**src/rtl/bootstrap_sequencer.sv**
```systemverilog
// Boot loader: copies a linear ROM image into per-channel SRAMs, one
// word per READ/SETUP/STROBE/HOLD cycle, then parks in DONE.
module bootstrap_sequencer #(
  parameter int DATA_WIDTH = 8,
  parameter int ADDR_WIDTH = 17,
  parameter int ROM_AW     = 19,
  parameter int CHANNELS   = 3,
  parameter logic [CHANNELS*ADDR_WIDTH-1:0] CH_LEN =
    {ADDR_WIDTH'(4096), ADDR_WIDTH'(131071), ADDR_WIDTH'(256)},
  parameter int ROM_WAIT   = 2
) (
  input  logic                  CLK,
  input  logic                  RST,
  input  logic                  PAUSE,
  input  logic                  RESTART,
  output logic [ROM_AW-1:0]     ROM_ADDR,
  input  logic [DATA_WIDTH-1:0] ROM_DATA,
  output logic [ADDR_WIDTH-1:0] ADDR,
  output logic [DATA_WIDTH-1:0] DATA,
  output logic [CHANNELS-1:0]   N_WE,
  output logic [3:0]            CHANNEL,
  output logic                  N_BOOTED
);

  typedef enum logic [2:0] {
    LOAD, READ, SETUP, STROBE, HOLD, DONE
  } state_t;

  state_t                state_q, state_d;
  logic [3:0]            cnt_q, cnt_d;
  logic [3:0]            channel_q, channel_d;
  logic [ADDR_WIDTH-1:0] addr_q, addr_d;
  logic [ROM_AW-1:0]     rom_addr_q, rom_addr_d;
  logic [DATA_WIDTH-1:0] data_q, data_d;
  logic [CHANNELS-1:0]   n_we_q, n_we_d;
  logic                  n_booted_q, n_booted_d;

  logic [ADDR_WIDTH-1:0] cur_len;
  logic [CHANNELS-1:0]   sel;
  logic                  last_ch;

  always_comb begin
    cur_len = '0;
    for (int i = 0; i < CHANNELS; i++) begin
      if (channel_q == 4'(i)) begin
        cur_len = CH_LEN[i*ADDR_WIDTH +: ADDR_WIDTH];
      end
    end
  end

  assign sel     = CHANNELS'(1) << channel_q;
  assign last_ch = (channel_q == 4'(CHANNELS - 1));

  always_ff @(posedge CLK or posedge RST) begin
    if (RST) begin
      state_q    <= LOAD;
      cnt_q      <= '0;
      channel_q  <= '0;
      addr_q     <= '0;
      rom_addr_q <= '0;
      data_q     <= '0;
      n_we_q     <= '1;
      n_booted_q <= 1'b1;
    end else begin
      state_q    <= state_d;
      cnt_q      <= cnt_d;
      channel_q  <= channel_d;
      addr_q     <= addr_d;
      rom_addr_q <= rom_addr_d;
      data_q     <= data_d;
      n_we_q     <= n_we_d;
      n_booted_q <= n_booted_d;
    end
  end

  always_comb begin
    state_d    = state_q;
    cnt_d      = cnt_q;
    channel_d  = channel_q;
    addr_d     = addr_q;
    rom_addr_d = rom_addr_q;
    data_d     = data_q;
    n_we_d     = '1;
    unique case (state_q)
      LOAD: if (!PAUSE) begin
        if (cur_len == '0) begin
          if (last_ch) state_d = DONE;
          else channel_d = channel_q + 4'd1;
        end else begin
          addr_d  = '0;
          cnt_d   = '0;
          state_d = READ;
        end
      end
      // Pausing restarts the ROM wait so data is always fully settled
      READ: if (PAUSE) begin
        cnt_d = '0;
      end else if (cnt_q == 4'(ROM_WAIT)) begin
        data_d  = ROM_DATA;
        state_d = SETUP;
      end else begin
        cnt_d = cnt_q + 4'd1;
      end
      SETUP: if (!PAUSE) begin
        state_d = STROBE;
        n_we_d  = ~sel;
      end
      STROBE: state_d = HOLD;
      HOLD: if (!PAUSE) begin
        rom_addr_d = rom_addr_q + ROM_AW'(1);
        if (addr_q < cur_len - ADDR_WIDTH'(1)) begin
          addr_d  = addr_q + ADDR_WIDTH'(1);
          cnt_d   = '0;
          state_d = READ;
        end else if (last_ch) begin
          state_d = DONE;
        end else begin
          channel_d = channel_q + 4'd1;
          state_d   = LOAD;
        end
      end
      DONE: if (!PAUSE && RESTART) begin
        channel_d  = '0;
        addr_d     = '0;
        rom_addr_d = '0;
        state_d    = LOAD;
      end
      default: state_d = LOAD;
    endcase
    n_booted_d = (state_d != DONE);
  end

  assign ROM_ADDR = rom_addr_q;
  assign ADDR     = addr_q;
  assign DATA     = data_q;
  assign N_WE     = n_we_q;
  assign CHANNEL  = channel_q;
  assign N_BOOTED = n_booted_q;

endmodule

```
**config.mk**
```make
export PLATFORM = sky130hd
export DESIGN_NAME = bootstrap_sequencer
export DESIGN_NICKNAME = d
export VERILOG_FILES = /design/src/rtl/bootstrap_sequencer.sv
export SDC_FILE = /design/constraint.sdc
export NUM_CORES = 1
export LEC_CHECK = 0
export CORE_MARGIN = 8
export CORE_UTILIZATION = 35
export CTS_CLUSTER_DIAMETER = 150
export DETAILED_ROUTE_END_ITERATION = 10
export GPL_ROUTABILITY_DRIVEN = 0
export GPL_TIMING_DRIVEN = 1
export PLACE_DENSITY = 0.61
export SYNTH_ARGS = -nofsm -noshare
export SYNTH_HDL_FRONTEND = slang
export SYNTH_SLANG_ARGS = --single-unit
```
**constraint.sdc**
```tcl
create_clock -name CLK -period 3.4 [get_ports CLK]
set_clock_uncertainty 0.2 [all_clocks]
set_input_delay 1.02 -clock CLK [delete_from_list [all_inputs] [get_ports CLK]]
set_output_delay 1.02 -clock CLK [all_outputs]
set_load 0.01 [all_outputs]
```
* After elaboration in Yosys (flattened, before gate mapping) *
Cells that the tools add are included.

operators by class
  add/sub/neg operators = 5
  order comparisons = 1
  equal/unequal tests = 17
  shift-type cells = 1
  multiplexer cells = 39
  bitwise operators = 2
  reductions and logical operators = 13

operator list
  operator                 count
  $mux W17                 7
  $pmux W17 S3             1
  $mux W4                  12
  $mux W19                 2
  $pmux W19 S2             1
  $mux W3                  12
  $pmux W4 S3              2
  $add A19 B1 Y19 const B  1
  $pmux W3 S6              1
  $reduce_and A6 Y1        3
  $add A17 B1 Y17 const B  1
  $logic_not A17 Y1        1
  $lt A17 B17 Y1           1
  $sub A17 B1 Y17 const B  1
  $ne A2 B2 Y1 const B     7
  $mux W9                  1
  $add A4 B1 Y4 const B    2
  $eq A4 B2 Y1 const B     2
  $eq A3 B2 Y1 const B     2
  $eq A3 B3 Y1 const B     2
  $ne A3 B3 Y1 const B     2
  $reduce_and A3 Y1        2
  $reduce_bool A3 Y1       2
  $eq A4 B1 Y1 const B     1
  other kinds (9)          9

word-level totals
  flip-flop bits (word level) = 59
  input bits = 12
  output and inout port bits = 52
  logic and storage cells = 86

* Depth between registers and ports, before layout *
  depth in word-level cells = 10
  mapped depth = 17
  gate-level depth less buffers = 16

* Worst setup path after synthesis *
Ideal clock, no wire load.

  kind = reg2reg
  start point = register channel_q[0], in the netlist CHANNEL[0]
  end point = register cnt_q[0]
  arrival = 3.516 ns
  path slack = -0.444 ns
  stages on the path, launching flop included = 15
  buffers on the path = 0
  period minus slack after synthesis = 3.844 ns
  path through = dfrtp_1 > inv_1 > ha_1 > nor4b_4 > inv_1 > ha_1 > ha_1 > xnor2_1 > ha_1 > nand4_1 > or2_0 > or3_4 > a31oi_4 > or3_4 > mux2_1

between the ends
  longest elaborated chain between the ends = 8
  elaborated cells on any way between the ends = 12

ends and longest elaborated chain
  item                             RTL line  source
  start, declared                  31        logic [3:0] channel_q, channel_d;
  start signal, assigned           67        channel_q <= channel_d;
  $logic_not A4 Y1                 45        if (channel_q == 4'(i)) begin
  $mux W9                          45
  $mux W17                         45
  $mux W17 (*)                     45
  $sub A17 B1 Y17                  111       if (addr_q < cur_len - ADDR_WIDTH'(1)) begin
  $lt A17 B17 Y1                   111
  $ne A2 B2 Y1 (no line)           n/a
  $reduce_and A6 Y1 (no line) (*)  n/a
  end signal, assigned             66        cnt_q <= cnt_d;
  end, declared                    30        logic [3:0] cnt_q, cnt_d;

Mark *: on every way between the ends. The rest lies on a longest branch, timed or not.
A chain may end at the register's enable or synchronous reset.

* Worst setup path in the final report *
  start point = register channel_q[1], in the netlist CHANNEL[1]
  end point = register cnt_q[0]

The elaborated chain is that of the path after synthesis.

==> flow_summary.yaml <==
synthesis:
  ys_seq_area_share_pct: 41.8
  ys_types: 60
  synth-seq-cells: 59
  yosysWarnings: 0
  synthesis.nets: 409
  syn_area_um2: 3540
  syn_area_per_cell_um2: 9.48
  synth_edf_count: 0
  ys_async_sr_fraction_pct: 100
  synthCells: 374
  ys.flop_type: "dfrtp_1"
final_layout:
  synthToLayoutAreaGrowth_pct: 46.7
  num_antenna_cells: 0
  instances_no_fill: 626
  final_cell_mix: "clkdlybuf4s50_1, dfrtp_1, nor2_1, buf_4, nand2_1"
  fillers: 908
  layout_commonest_cell: "clkdlybuf4s50_1"
  layout-drive-gt1-share_pct: 26.0
  nNetsFinal: 523
clock_tree:
  cts_made_buffers: 9
  clock_path_buffers: 2
  insertion_delay_ns: 0.36
  hold_buffers: 0
  cts_sinks: 59
  cts-htree-levels: 3
  path_clk_slew_ns: 0.08
  cts_tree: "built"
  cts-root-buf: "clkbuf_8"
global_route:
  grt_antenna_before_repair: 0
  grt_pass1_wl_um: 15700
  grt_max_degree: 60
  grt_usage_pct: 14.6
  grt-ovfl-total: 0
  grt_pass1_vias: 3217
worst_setup_path:
  rr_endpoint: "cnt_q[0]"
  cp.arrival_ns: 3.68
  r2r-start: "CHANNEL[1]"
  worstSetupStartpointType: "flip-flop"
  worst_ep_required_time_ns: 3.44
  r2r_setup_slack_ns: -0.24
  crit_fanout: 4
  worstSetupPathType: "flip-flop to flip-flop"
  reg2regPathDepth: 16
  endpoint_kind: "flip-flop"
pwr:
  ir_drop_mv: 0.271
  power.leakage_nw: 2.30
  power.density_nw_per_um2: 733
sta:
  worstMarginPinSlew_ns: 0.555
  maxSlewViolCount: 0
  rsz0062_at_grt: "true"
  fin_crit_sh_pct: 107
  max_clock_freq_mhz: 274
  setup_viol: 24
  final_hold_viol_count: 0
  setup_ws_ns: -0.243
  finalCriticalPeriod_ns: 3.64
  whs_ns: 0.307
  slew_headroom_pct: 62.5
drt:
  viasPerCell: 5.27
  wl_um: 9780
  ant_nets: 0
  remaining_drc_errors: 0
  wl_per_cell_um: 15.6
  drt_first_pass_iters: 4
  drt-initial-drc-count: 165
  num_vias: 3296
placed_design:
  dp.cells: 591
  dp_hpwl_um: 6670
  port_buffers: 63
floorplan:
  die_w_um: 117
  rows: 36
  initial_utilization_pct: 36.1
  die-area_um2: 13600
  core_area_um2: 9820
  io_pins: 64
  die_y_um: 117
hold_path:
  hold_path_depth: 1
  min-delay-start: "DATA[0]"
  hold_class: "flip-flop to flip-flop"
  hold_end: "DATA[0]"
flow_run:
  max_cap_violations: 0
status:
  violations: "setup timing"
  status: "finished with violations"
per-layer routing:
| layer | part of all wire [%] | vias up | track usage (%) |
|---|---|---|---|
| met3 | 6.1 | 13 | 4.03 |
| met5 | 0 | - | 0 |
| met2 | 49 | 74 | 24.2 |
| met1 | 43 | 1615 | 17.7 |
| met4 | 1.2 | 0 | 5.80 |
| li1 | - | 1594 | - |
cell type report:
type	count	area (µm²)	area share, %
multi-input cells	288	2190	42.2
clock buffers	10	138	2.65
clock inverters	6	88.8	1.71
well taps	133	166	3.20
inverters	16	65.1	1.25
repair buffers	114	1060	20.5
flip-flops and latches	59	1480	28.5
cells in the mapped netlist, types with 2 or more instances:
cell      count  area (µm²)
nand2_1      38         143
xor2_1       14         123
clkbuf_1      9        33.8
a21oi_1       8        40.0
or3_4         2        22.5
nor2b_1       4        25.0
o21ai_0      16        80.1
nand2b_1      6        37.5
o31ai_1       5        37.5
nand3_1      26         130
dfstp_2       4         105
mux2_2        8        90.1
a21o_1        3        22.5
nor2_1       42         158
ha_1         23         288
inv_1        16        60.1
a31oi_1       2        12.5
nand4_1       9        56.3
o22ai_1       2        12.5
and2_1        2        12.5
buf_2         3        15.0
or4_1         8        60.1
or3_1         3        18.8
and3_1        8        50.1
a211o_1       5        43.8
a32oi_1       2        17.5
mux2_1        2        22.5
mux2i_1       2        20.0
nor3_1        4        20.0
and4_1        4        35.0
xnor2_1       4        35.0
o211ai_1      8        60.1
dfrtp_1      55        1380
cells by family after synthesis:
| kind of cell | share of synthesized area, % |
|---|---|
| DFF | 41.8 |
| buffers and inverters | 3.39 |
| muxes | 3.74 |
| xor gates and xnor gates | 4.45 |
| and+or+nand+nor | 24.6 |
| AOI/OAI and AO/OA | 13.9 |
| adders and majority gates | 8.12 |
worst max path at each step:
stage | start | endpoint | slack [ns] | cells past startpoint
2_1_floorplan | CHANNEL[0] | ADDR[11] | -0.16 | 15
3_3_place_gp | CHANNEL[0] | cnt_q[0] | -0.07 | 16
3_5_place_dp | CHANNEL[0] | CHANNEL[1] | -0.15 | 17
4_1_cts | CHANNEL[1] | cnt_q[1] | -0.15 | 14
5_1_grt | CHANNEL[1] | cnt_q[1] | -0.36 | 16
6_report | CHANNEL[1] | cnt_q[0] | -0.24 | 16
where the power goes:
| group | internal (mW) | switching (mW) |
|---|---|---|
| Clock | 0.432 | 0.309 |
| Sequential | 0.885 | 0.283 |
| Combinational | 1.01 | 0.886 |
state kept, by name (all words and copies together) (netlist names):
| signal | count |
|---|---|
| ROM_ADDR | 19 |
| ADDR | 17 |
| state_q | 3 |
| N_BOOTED | 1 |
| DATA | 8 |
| CHANNEL | 4 |
| cnt_q | 4 |
| N_WE | 3 |
worst max-delay path, stage by stage (launching register included):
cell	delay, ns
dfrtp_2	0.43
inv_4	0.06
ha_4	0.16
nor2_1	0.10
nor2_1	0.05
nand2_1	0.11
ha_4	0.16
inv_1	0.05
ha_2	0.17
a21o_4	0.25
ha_4	0.27
nand4_1	0.14
or2_1	0.27
or3_4	0.43
a31oi_4	0.19
or3_4	0.18
mux2_4	0.30
per-stage QoR:
step	TNS, ns	power (mW)	instance area, µm²	worst slack, ns	utilization (%)
2_1_floorplan	-0.859	2.01	3610	-0.160	-
3_3_place_gp	-0.289	2.76	4610	-0.0662	46.9
3_5_place_dp	-1.64	2.82	4610	-0.150	46.9
4_1_cts	-1.28	3.61	4940	-0.147	50.3
5_1_grt	-6.51	4.07	5200	-0.357	52.9
6_report	-2.85	3.81	5200	-0.243	52.9
repair_timing:
action	4_1_cts	5_1_grt
pin swaps	7	30
hold endpoints to repair	0	0
setup endpoints to repair	27	28
cloned	2	0
resized for setup	5	39
setup buffers	8	10
Note: power is estimated with default switching activity, not from simulation.
